==> src/rtl/display_scan_scheduler.sv <==
// Single-clock digit scanner for the shared 4-digit common-anode display.
// Optional timer blink while paused is compiled in with `define BLINK_EN.
module display_scan_scheduler #(
  parameter int DIV_SCAN     = 12500,
  parameter int BLANK_CYCLES = 16,
  parameter int BLINK_FRAMES = 64
) (
  input  logic       clock,
  input  logic       reset,
  input  logic       enable,
  input  logic [7:0] placar_bcd,
  input  logic [7:0] cronometro_bcd,
  input  logic       pausa,
  output logic [3:0] anodo,
  output logic [3:0] bcd,
  output logic       frame_fim
);

  localparam int CW = (DIV_SCAN > 1) ? $clog2(DIV_SCAN) : 1;
  localparam logic [CW-1:0] LAST_C  = CW'(DIV_SCAN - 1);
  localparam logic [CW-1:0] BLANK_C = CW'(BLANK_CYCLES);

  typedef enum logic [1:0] {ST_OFF, ST_BLANK, ST_SHOW} state_t;

  state_t        state_q, state_d;
  logic [CW-1:0] cnt_q, cnt_d;
  logic [1:0]    slot_q, slot_d;
  logic [7:0]    plc_q, plc_d;
  logic [7:0]    crn_q, crn_d;
  logic          first_q, first_d;
  logic [3:0]    anodo_q, anodo_d;
  logic [3:0]    bcd_q, bcd_d;
  logic          fim_q, fim_d;
  logic          frame_wrap;
  logic          hide_timer;
  logic [3:0]    pat;
  logic [3:0]    val;

`ifdef BLINK_EN
  localparam int FW = (2 * BLINK_FRAMES > 1) ? $clog2(2 * BLINK_FRAMES) : 1;
  localparam logic [FW-1:0] LAST_F = FW'(2 * BLINK_FRAMES - 1);
  localparam logic [FW-1:0] HALF_F = FW'(BLINK_FRAMES);
  logic [FW-1:0] fcnt_q, fcnt_d;
`else
  wire unused_pausa = pausa;
`endif

  always_ff @(posedge clock) begin
    if (!reset) begin
      state_q <= ST_BLANK;
      cnt_q   <= '0;
      slot_q  <= '0;
      plc_q   <= '0;
      crn_q   <= '0;
      first_q <= 1'b1;
      anodo_q <= 4'b1111;
      bcd_q   <= '0;
      fim_q   <= 1'b0;
`ifdef BLINK_EN
      fcnt_q  <= '0;
`endif
    end else begin
      state_q <= state_d;
      cnt_q   <= cnt_d;
      slot_q  <= slot_d;
      plc_q   <= plc_d;
      crn_q   <= crn_d;
      first_q <= first_d;
      anodo_q <= anodo_d;
      bcd_q   <= bcd_d;
      fim_q   <= fim_d;
`ifdef BLINK_EN
      fcnt_q  <= fcnt_d;
`endif
    end
  end

  // Everything is decided from the post-edge position so the registered
  // outputs line up with the counter value they belong to.
  always_comb begin
    cnt_d      = cnt_q;
    slot_d     = slot_q;
    plc_d      = plc_q;
    crn_d      = crn_q;
    first_d    = first_q;
    frame_wrap = enable && (cnt_q == LAST_C) && (slot_q == 2'd3);
    if (enable) begin
      if (cnt_q == LAST_C) begin
        cnt_d  = '0;
        slot_d = slot_q + 2'd1;
      end else begin
        cnt_d  = cnt_q + CW'(1);
      end
      if (frame_wrap || first_q) begin
        plc_d   = placar_bcd;
        crn_d   = cronometro_bcd;
        first_d = 1'b0;
      end
    end

`ifdef BLINK_EN
    fcnt_d = fcnt_q;
    if (frame_wrap) fcnt_d = (fcnt_q == LAST_F) ? '0 : fcnt_q + FW'(1);
    hide_timer = pausa && (fcnt_d >= HALF_F) && slot_d[1];
`else
    hide_timer = 1'b0;
`endif

    pat = 4'b1111;
    val = 4'd0;
    case (slot_d)
      2'd0: begin pat = 4'b1110; val = plc_d[3:0]; end
      2'd1: begin pat = 4'b1101; val = plc_d[7:4]; end
      2'd2: begin pat = 4'b1011; val = crn_d[3:0]; end
      default: begin pat = 4'b0111; val = crn_d[7:4]; end
    endcase

    if (!enable)                              state_d = ST_OFF;
    else if ((cnt_d < BLANK_C) || hide_timer) state_d = ST_BLANK;
    else                                      state_d = ST_SHOW;

    anodo_d = (state_d == ST_SHOW) ? pat : 4'b1111;
    // bcd keeps tracking the slot during blanking so the decoder settles early
    bcd_d   = enable ? val : bcd_q;
    fim_d   = frame_wrap;
  end

  assign anodo     = anodo_q;
  assign bcd       = bcd_q;
  assign frame_fim = fim_q;

endmodule

==> config.mk <==
export PLATFORM = sky130hd
export DESIGN_NAME = display_scan_scheduler
export DESIGN_NICKNAME = d
export VERILOG_FILES = /design/src/rtl/display_scan_scheduler.sv
export SDC_FILE = /design/constraint.sdc
export NUM_CORES = 1
export LEC_CHECK = 0
export CAP_MARGIN = 40
export CORE_ASPECT_RATIO = 0.9
export CORE_UTILIZATION = 41
export DETAILED_ROUTE_END_ITERATION = 6
export PLACE_DENSITY = 0.74
export SLEW_MARGIN = 5
export SYNTH_ARGS = -nofsm -noshare
export SYNTH_HDL_FRONTEND = slang
export SYNTH_SLANG_ARGS = --single-unit
export TNS_END_PERCENT = 10
==> constraint.sdc <==
create_clock -name clock -period 4.11 [get_ports clock]
set_input_delay 0.822 -clock clock [delete_from_list [all_inputs] [get_ports clock]]
set_output_delay 0.822 -clock clock [all_outputs]
set_load 0.01 [all_outputs]
* Word level (Yosys, flattened, before mapping)
Cells that the tools add are included.
W data, S select, Z words.
** Word-level totals
- Bits in registers :: 42
- Input port bits :: 20
- Output and inout bits :: 9
- Word-level logic and storage cells :: 34
** Cells by class
- Add/subtract/negate cells :: 2
- $lt $le $gt $ge :: 1
- Equal/unequal tests :: 5
- Muxes and demuxes :: 12
- Reduce and logical (&&, ||, !) cells :: 6
** Operators by type and width (count)
- $mux W8 :: 4
- $mux W14 :: 2
- $pmux W4 S3 :: 2
- $add A14 B1 Y14 const B :: 1
- $eq A14 B14 Y1 const B :: 1
- $lt A14 B5 Y1 const B :: 1
- $mux W2 :: 4
- $eq A2 B2 Y1 const B :: 3
- $reduce_and A2 Y1 :: 2
- $add A2 B1 Y2 const B :: 1
- $eq A2 B1 Y1 const B :: 1
- $logic_and A1 B1 Y1 :: 2
- $logic_not A2 Y1 :: 1
- $logic_or A1 B1 Y1 :: 1

* Longest topological paths before layout
Gate-level depths: netlist of run 1.
- Word-level depth :: 8
- Depth in mapped cells :: 10
- Gate-level depth less buffers :: 7

* Worst setup path after synthesis of run 1
OpenSTA, ideal clock, no wires.
- Path type :: input -> register
- From :: input port enable
- To :: register bcd_q[1] (netlist: bcd[1])
- Setup time :: 0.120 ns
- Arrival :: 2.592 ns
- Data required time :: 3.990 ns
- Slack :: 1.398 ns
- Stages :: 9
- Buffers on the path :: 3
- Cell sequence :: or4bb_1 or4_1 buf_2 o21a_1 buf_6 buf_6 mux2i_1 nor2_1 o31a_1
** On the way
- Longest elaborated chain between the ends :: 6
- Elaborated cells on any way between the ends :: 12
- Those cells by class :: eq/ne: 2; mux: 6; reduce/logical: 4
** RTL lines
- start, declared :: line 10 : input logic enable,
- $logic_and A1 B1 Y1 (2 in series) :: line 86 : frame_wrap = enable && (cnt_q == LAST_C) && (slot_q == 2'd3);
- $logic_or A1 B1 Y1 :: line 94 : if (frame_wrap || first_q) begin
- $mux W8 :: line 94
- $mux W8 :: line 87 : if (enable) begin
- $pmux W4 S3 :: line 111 : case (slot_d)
- end signal, assigned :: line 57 : bcd_q <= '0;
- end signal, assigned :: line 70 : bcd_q <= bcd_d;
- end, declared :: line 32 : logic [3:0] bcd_q, bcd_d;
Several ways; a longest one is shown, not always the timed one.
A chain may end at the register's enable or synchronous reset.

* Worst setup path in the final report of run 1
Same ends and word-level chain as after synthesis.

==> run_results.csv, run 1 <==
group,metric,value,unit
logic_synthesis,async_flop_share,0,
critical_path,path_cells,"clkdlybuf4s50_1 -> or4bb_1 -> or4_1 -> o21a_1 -> buf_8 -> mux2i_1 -> o22ai_1 -> o31a_1",
sta,fin_skew,0.00853,ns
floorplan,die_x,78.1,µm
power,pwr-share-clk,0.349,
global_route,antenna_found_initial,0,
logic_synthesis,synth.area.top_cells,"dfxtp_1, mux2i_1, nor2_1, nor2b_1, xnor2_1",
sta,worst_pin_slew,0.817,ns
routing,wl_per_cell,13.0,µm
critical_path,cp-start-kind,"input port",
global_route,gr-total-overflow,0,
critical_path,cp_max_fo,9,
floorplan,die-area,5500,µm²
power,p_sw_frac,0.251,
routing,via_count,1745,
floorplan,ioPinCount,29,
logic_synthesis,ys_ff_latch,42,
global_route,use_met2,0.258,
critical_path,cpPeakStageDelay,0.47,ns
logic_synthesis,synth_edf_count,0,
global_route,track_usage,0.175,
critical_path,path_class,"in2reg",
sta,min_period_over_period,0.775,
power,pwr-share-comb,0.108,
critical_path,crit_path_end,"bcd[1]",
cts,clk_latency,0.30,ns
place,pre_cts_ws,0.574,ns
logic_synthesis,syn_inst,242,
place,port_buffers,27,
final_layout,drive_gt1_frac,0.0642,
critical_path,r2r_slack,1.09,ns
global_route,grt_max_degree,31,
final_layout,final_cell_mix,"dfxtp_1, nor2_1, clkdlybuf4s50_1, mux2i_1, nor2b_1",
logic_synthesis,synth_fp_nets,264,
floorplan,row_count,24,
power,power.share.sequential,0.543,
cts,ctsResizeCount,0,
sta,setup_ws,0.924,ns
critical_path,arrival,3.39,ns
critical_path,reg2reg_depth,8,
global_route,grt_util_met1,0.243,
power,p_int,592,µW
critical_path,r2r-start,"cnt_q[0]",
routing,drt_iter0_markers,119,
cts,holdBufCountCts,0,
sta,maxSlewViolCount,0,
final_layout,final_common_cell,"dfxtp_1",
sta,tns,0,ns
logic_synthesis,synth.avg_cell_area,8.82,µm²
floorplan,initial_utilization,0.433,
global_route,met3_usage,0.0275,
min_path,hp-class,"reg2reg",
cts,clock-sinks,42,
logic_synthesis,synthFlopType,"dfxtp_1",
sta,grt_setup_unrepaired,"false",
critical_path,endpoint_kind,"flip-flop",
cts,cts_max_level,2,
final_layout,fillCellCount,474,
place,post-dp-hpwl,3090,µm
final_layout,antenna_cells,0,
floorplan,coreArea,4920,µm²
power,p_per_area,312,nW/µm²
sta,slew_headroom,0.453,
place,gp_congestion,0.864,
logic_synthesis,synth_top_area_frac,0.394,
routing,routed_wl,4280,µm
cts,cts_root_buf,"clkbuf_8",
routing,drc,0,
final_layout,fin_util,0.514,
cts,clk_path_buf_depth,2,
logic_synthesis,synth.largest_area_cell,"dfxtp_1",
power,p_sw,198,µW
logic_synthesis,ys.warnings.count,0,
power,power.leakage,1.03,nW
floorplan,fp.dieH,70.5,µm
global_route,top_usage_layer,"met2",
sta,hold_violations,0,
critical_path,critPathRequiredTime,4.31,ns
flow_run,maxCapViolCount,0,
critical_path,crit_slowest_cell,"clkdlybuf4s50_1",
final_layout,layout.nets,286,
cts,cts_setup_buffers,0,
status,status,"complete, no violations",
logic_synthesis,synth_cell_type_count,43,
sta,setup_viol,0,
routing,ant_nets,0,
cts,clk_pin_slew,0.09,ns
critical_path,critPathLaunch,"enable",
sta,max_freq,0.314,GHz
power,ir_drop,0.165,mV
routing,viasPerCell,5.29,
global_route,grt_pass1_wl,7580,µm
global_route,grt_pass1_vias,1610,
cts,cts_tree,"done",
logic_synthesis,ys_seq_area_frac,0.394,
routing,first_pass_iters,4,
sta,whs,0.519,ns
logic_synthesis,syn_area,2130,µm²
sta,fin_crit,3.19,ns
cts,cts_made_buffers,5,
critical_path,reg2reg_to,"bcd[1]",
final_layout,syn_to_final_growth,18.7,%
worst max-delay path, delay by kind of cell:
kind | cells | cell delay, ns
AND/OR/NAND/NOR | 2 | 0.83
AO/OA/AOI/OAI | 3 | 0.80
buffers and inverters | 2 | 0.70
multiplexers | 1 | 0.22
cell usage after synthesis (2+ instances only):
cell type,n
dfxtp_1,42
nor2_1,27
mux2i_1,22
nor2b_1,16
nand2_1,14
clkbuf_1,12
xnor2_1,11
nor3_1,8
a31oi_1,7
o21ai_0,7
inv_1,6
nand3_1,6
nand4_1,5
or4_1,4
xor2_1,4
a21oi_1,3
and2_1,3
and2b_1,3
buf_6,3
nand3b_1,3
o21a_1,3
o22ai_1,3
o31a_1,3
or2_2,3
and4_1,2
ha_1,2
mux2_2,2
nor4_1,2
or4bb_1,2
layout make-up:
type,count,area (µm²),area share
clock buffers,5,68.8,0.0272
inverters,6,22.5,0.00889
clock inverters,3,25.0,0.00988
multi-input cells,178,1190,0.469
well taps,65,81.3,0.0321
flip-flops and latches,42,841,0.332
repair buffers,31,308,0.121
stage by stage:
step | total power, mW | instances | cell area, µm²
2_1_floorplan | 0.491 | 242 | 2130
3_3_place_gp | 0.521 | 321 | 2420
3_5_place_dp | 0.526 | 322 | 2440
4_1_cts | 0.802 | 330 | 2530
5_1_grt | 0.829 | 330 | 2530
6_report | 0.791 | 330 | 2530
registers in the layout, summed over array words and instances (netlist names):
signal / count
anodo: 4
slot_q: 2
crn_q: 8
frame_fim: 1
first_q: 1
plc_q: 8
bcd: 4
cnt_q: 14
cells by family (layout without fill, tap and decap cells):
family | after synthesis | count (layout) | share of synthesized area
AND/OR/NAND/NOR | 103 | 103 | 0.262
adder cells (fa/ha/maj) | 2 | 2 | 0.0117
AO/OA/AOI/OAI | 34 | 34 | 0.107
XOR/XNOR | 15 | 15 | 0.0615
flip-flops | 42 | 42 | 0.394
buffers and inverters | 22 | 45 | 0.0498
multiplexers | 24 | 24 | 0.114
power groups by stage:
stage          Clock [mW]  Combinational (mW)  Sequential (mW)
2_1_floorplan           0              0.0528            0.439
3_3_place_gp            0              0.0828            0.439
3_5_place_dp            0              0.0866            0.439
4_1_cts             0.285              0.0871            0.430
5_1_grt             0.302              0.0958            0.432
6_report            0.276              0.0857            0.430
how the worst min path moves through the flow:
stage / from / end / slack [ns] / cells past startpoint
floorplan: first_q / first_q / 0.48 / 2
global placement: first_q / first_q / 0.50 / 2
detailed placement: first_q / first_q / 0.50 / 2
CTS: first_q / first_q / 0.52 / 2
global route: crn_q[6] / crn_q[6] / 0.55 / 2
finish: first_q / first_q / 0.52 / 2
routing by layer:
| metal | vias up | part of all wire |
|---|---|---|
| li1 | 895 | - |
| met1 | 802 | 0.49 |
| met2 | 39 | 0.45 |
| met3 | 9 | 0.037 |
| met4 | 0 | 0.024 |
| met5 | - | 0 |
No activity file was read; power rests on OpenSTA's default activity.
==> inputs of run 2 (changes only) <==
==> constraint.sdc (replaced) <==
create_clock -name clock -period 3.2 [get_ports clock]
set_input_delay 0.64 -clock clock [delete_from_list [all_inputs] [get_ports clock]]
set_output_delay 0.64 -clock clock [all_outputs]
set_load 0.01 [all_outputs]
==> run_results.csv, run 2 (synthesis gave the netlist of run 1 again) <==
group,metric,value,unit
place,place_area,2470,µm²
cts,cts_setup_buffers,0,
final_layout,antenna_cells,0,
critical_path,endpoint_kind,"flip-flop",
critical_path,arrival,3.11,ns
sta,setup_viol,0,
routing,via_count,1744,
power,p_sw_frac,0.245,
final_layout,final_common_cell,"dfxtp_1",
floorplan,initial_utilization,0.433,
min_path,hold_depth,2,
routing,routed_wl,4470,µm
flow_run,maxCapViolCount,0,
sta,grt_setup_unrepaired,"false",
cts,cts_root_buf,"clkbuf_8",
power,pwr-share-comb,0.112,
place,post-dp-hpwl,3220,µm
critical_path,cp_max_fo,8,
global_route,antenna_found_initial,0,
sta,worst_pin_slew,0.474,ns
power,power,1.00,mW
power,ir_drop,0.200,mV
floorplan,fp.dieH,70.5,µm
place,pre_cts_ws,0.0261,ns
floorplan,row_count,24,
final_layout,regMostFlops,"cnt_q",
routing,drc,0,
routing,ant_nets,0,
power,power.leakage,1.05,nW
global_route,grt_pass1_vias,1636,
critical_path,critPathRequiredTime,3.39,ns
sta,slew_headroom,0.684,
power,pwr-share-clk,0.338,
cts,cts_max_level,2,
critical_path,reg2reg_depth,8,
final_layout,drive_gt1_frac,0.0778,
routing,drt_iter0_markers,97,
place,dp_cells,327,
floorplan,coreArea,4920,µm²
critical_path,cp-start-kind,"flip-flop",
power,p_int,758,µW
critical_path,path_class,"reg2reg",
sta,fin_skew,0.00548,ns
cts,ctsResizeCount,0,
final_layout,fin_util,0.519,
cts,clk_path_buf_depth,2,
place,port_buffers,27,
final_layout,syn_to_final_growth,19.8,%
floorplan,die-area,5500,µm²
final_layout,final_cell_mix,"dfxtp_1, nor2_1, clkdlybuf4s50_1, mux2i_1, nor2b_1",
cts,cts_tree,"done",
final_layout,layout.nets,291,
sta,whs,0.521,ns
place,gp_congestion,0.836,
global_route,grt_pass1_wl,7500,µm
sta,tns,0,ns
cts,holdBufCountCts,0,
cts,clk_latency,0.30,ns
routing,viasPerCell,5.21,
routing,first_pass_iters,4,
sta,min_period_over_period,0.912,
sta,setup_ws,0.282,ns
status,status,"complete, no violations",
routing,wl_per_cell,13.3,µm
global_route,grt_max_degree,25,
sta,maxSlewViolCount,0,
floorplan,ioPinCount,29,
global_route,track_usage,0.174,
sta,hold_violations,0,
sta,fin_crit,2.92,ns
power,p_sw,246,µW
final_layout,largest_reg_flops,14,
final_layout,top_regs,"cnt_q (14), crn_q (8), plc_q (8)",
cts,clock-sinks,42,
sta,max_freq,0.343,GHz
min_path,hp-class,"reg2reg",
power,power.share.sequential,0.550,
final_layout,final_cells,335,
global_route,gr-total-overflow,0,
cts,cts_made_buffers,5,
floorplan,die_x,78.1,µm
cts,clk_pin_slew,0.08,ns
final_layout,fin_area,2560,µm²
power,p_per_area,393,nW/µm²
-- run 2: cell count changes in the layout (fill, tap and decap cells not counted) --
cell / previous run / this run
buf_8: 1 / 0
clkinvlp_4: 1 / 0
clkinv_2: 0 / 1
buf_4: 3 / 9
clkbuf_1: 0 / 1
inv_6: 1 / 0
-- run 2: area by class of cell --
cell class | instances | area [µm²]
Clock inverter | 2 | 13.8
Clock buffer | 6 | 72.6
Sequential cell | 42 | 841
Timing Repair Buffer | 36 | 338
Inverter | 6 | 22.5
Multi-Input combinational cell | 178 | 1190
Fill cell | 469 | 2370
Tap cell | 65 | 81.3
-- run 2: worst paths after layout --
path                                from        to  slack (ns)
worst max register to register  cnt_q[0]    bcd[3]        0.28
worst min-delay path            crn_q[3]  crn_q[3]        0.52
worst max-delay path            cnt_q[0]    bcd[3]        0.28
worst min register to register  crn_q[3]  crn_q[3]        0.52
-- run 2: power by group through the flow --
stage,logic [mW],clock network [mW],registers [mW]
6_report,0.112,0.340,0.552
4_1_cts,0.113,0.350,0.552
5_1_grt,0.122,0.371,0.555
3_5_place_dp,0.112,0,0.565
2_1_floorplan,0.0679,0,0.563
3_3_place_gp,0.109,0,0.563
-- run 2: critical path: stages (launching register included) --
cell	delay, ns
dfxtp_1	0.44
ha_1	0.32
or4bb_1	0.50
or4_1	0.46
o21a_1	0.37
buf_4	0.25
mux2i_1	0.19
nor2_1	0.06
o31a_1	0.24
-- run 2: layer usage --
layer	global-route usage	wire (µm)	up-vias
met2	0.264	1970	21
met5	0	0	-
met3	0.0366	102	6
met1	0.240	2340	813
met4	0.0658	64	0
li1	-	-	904
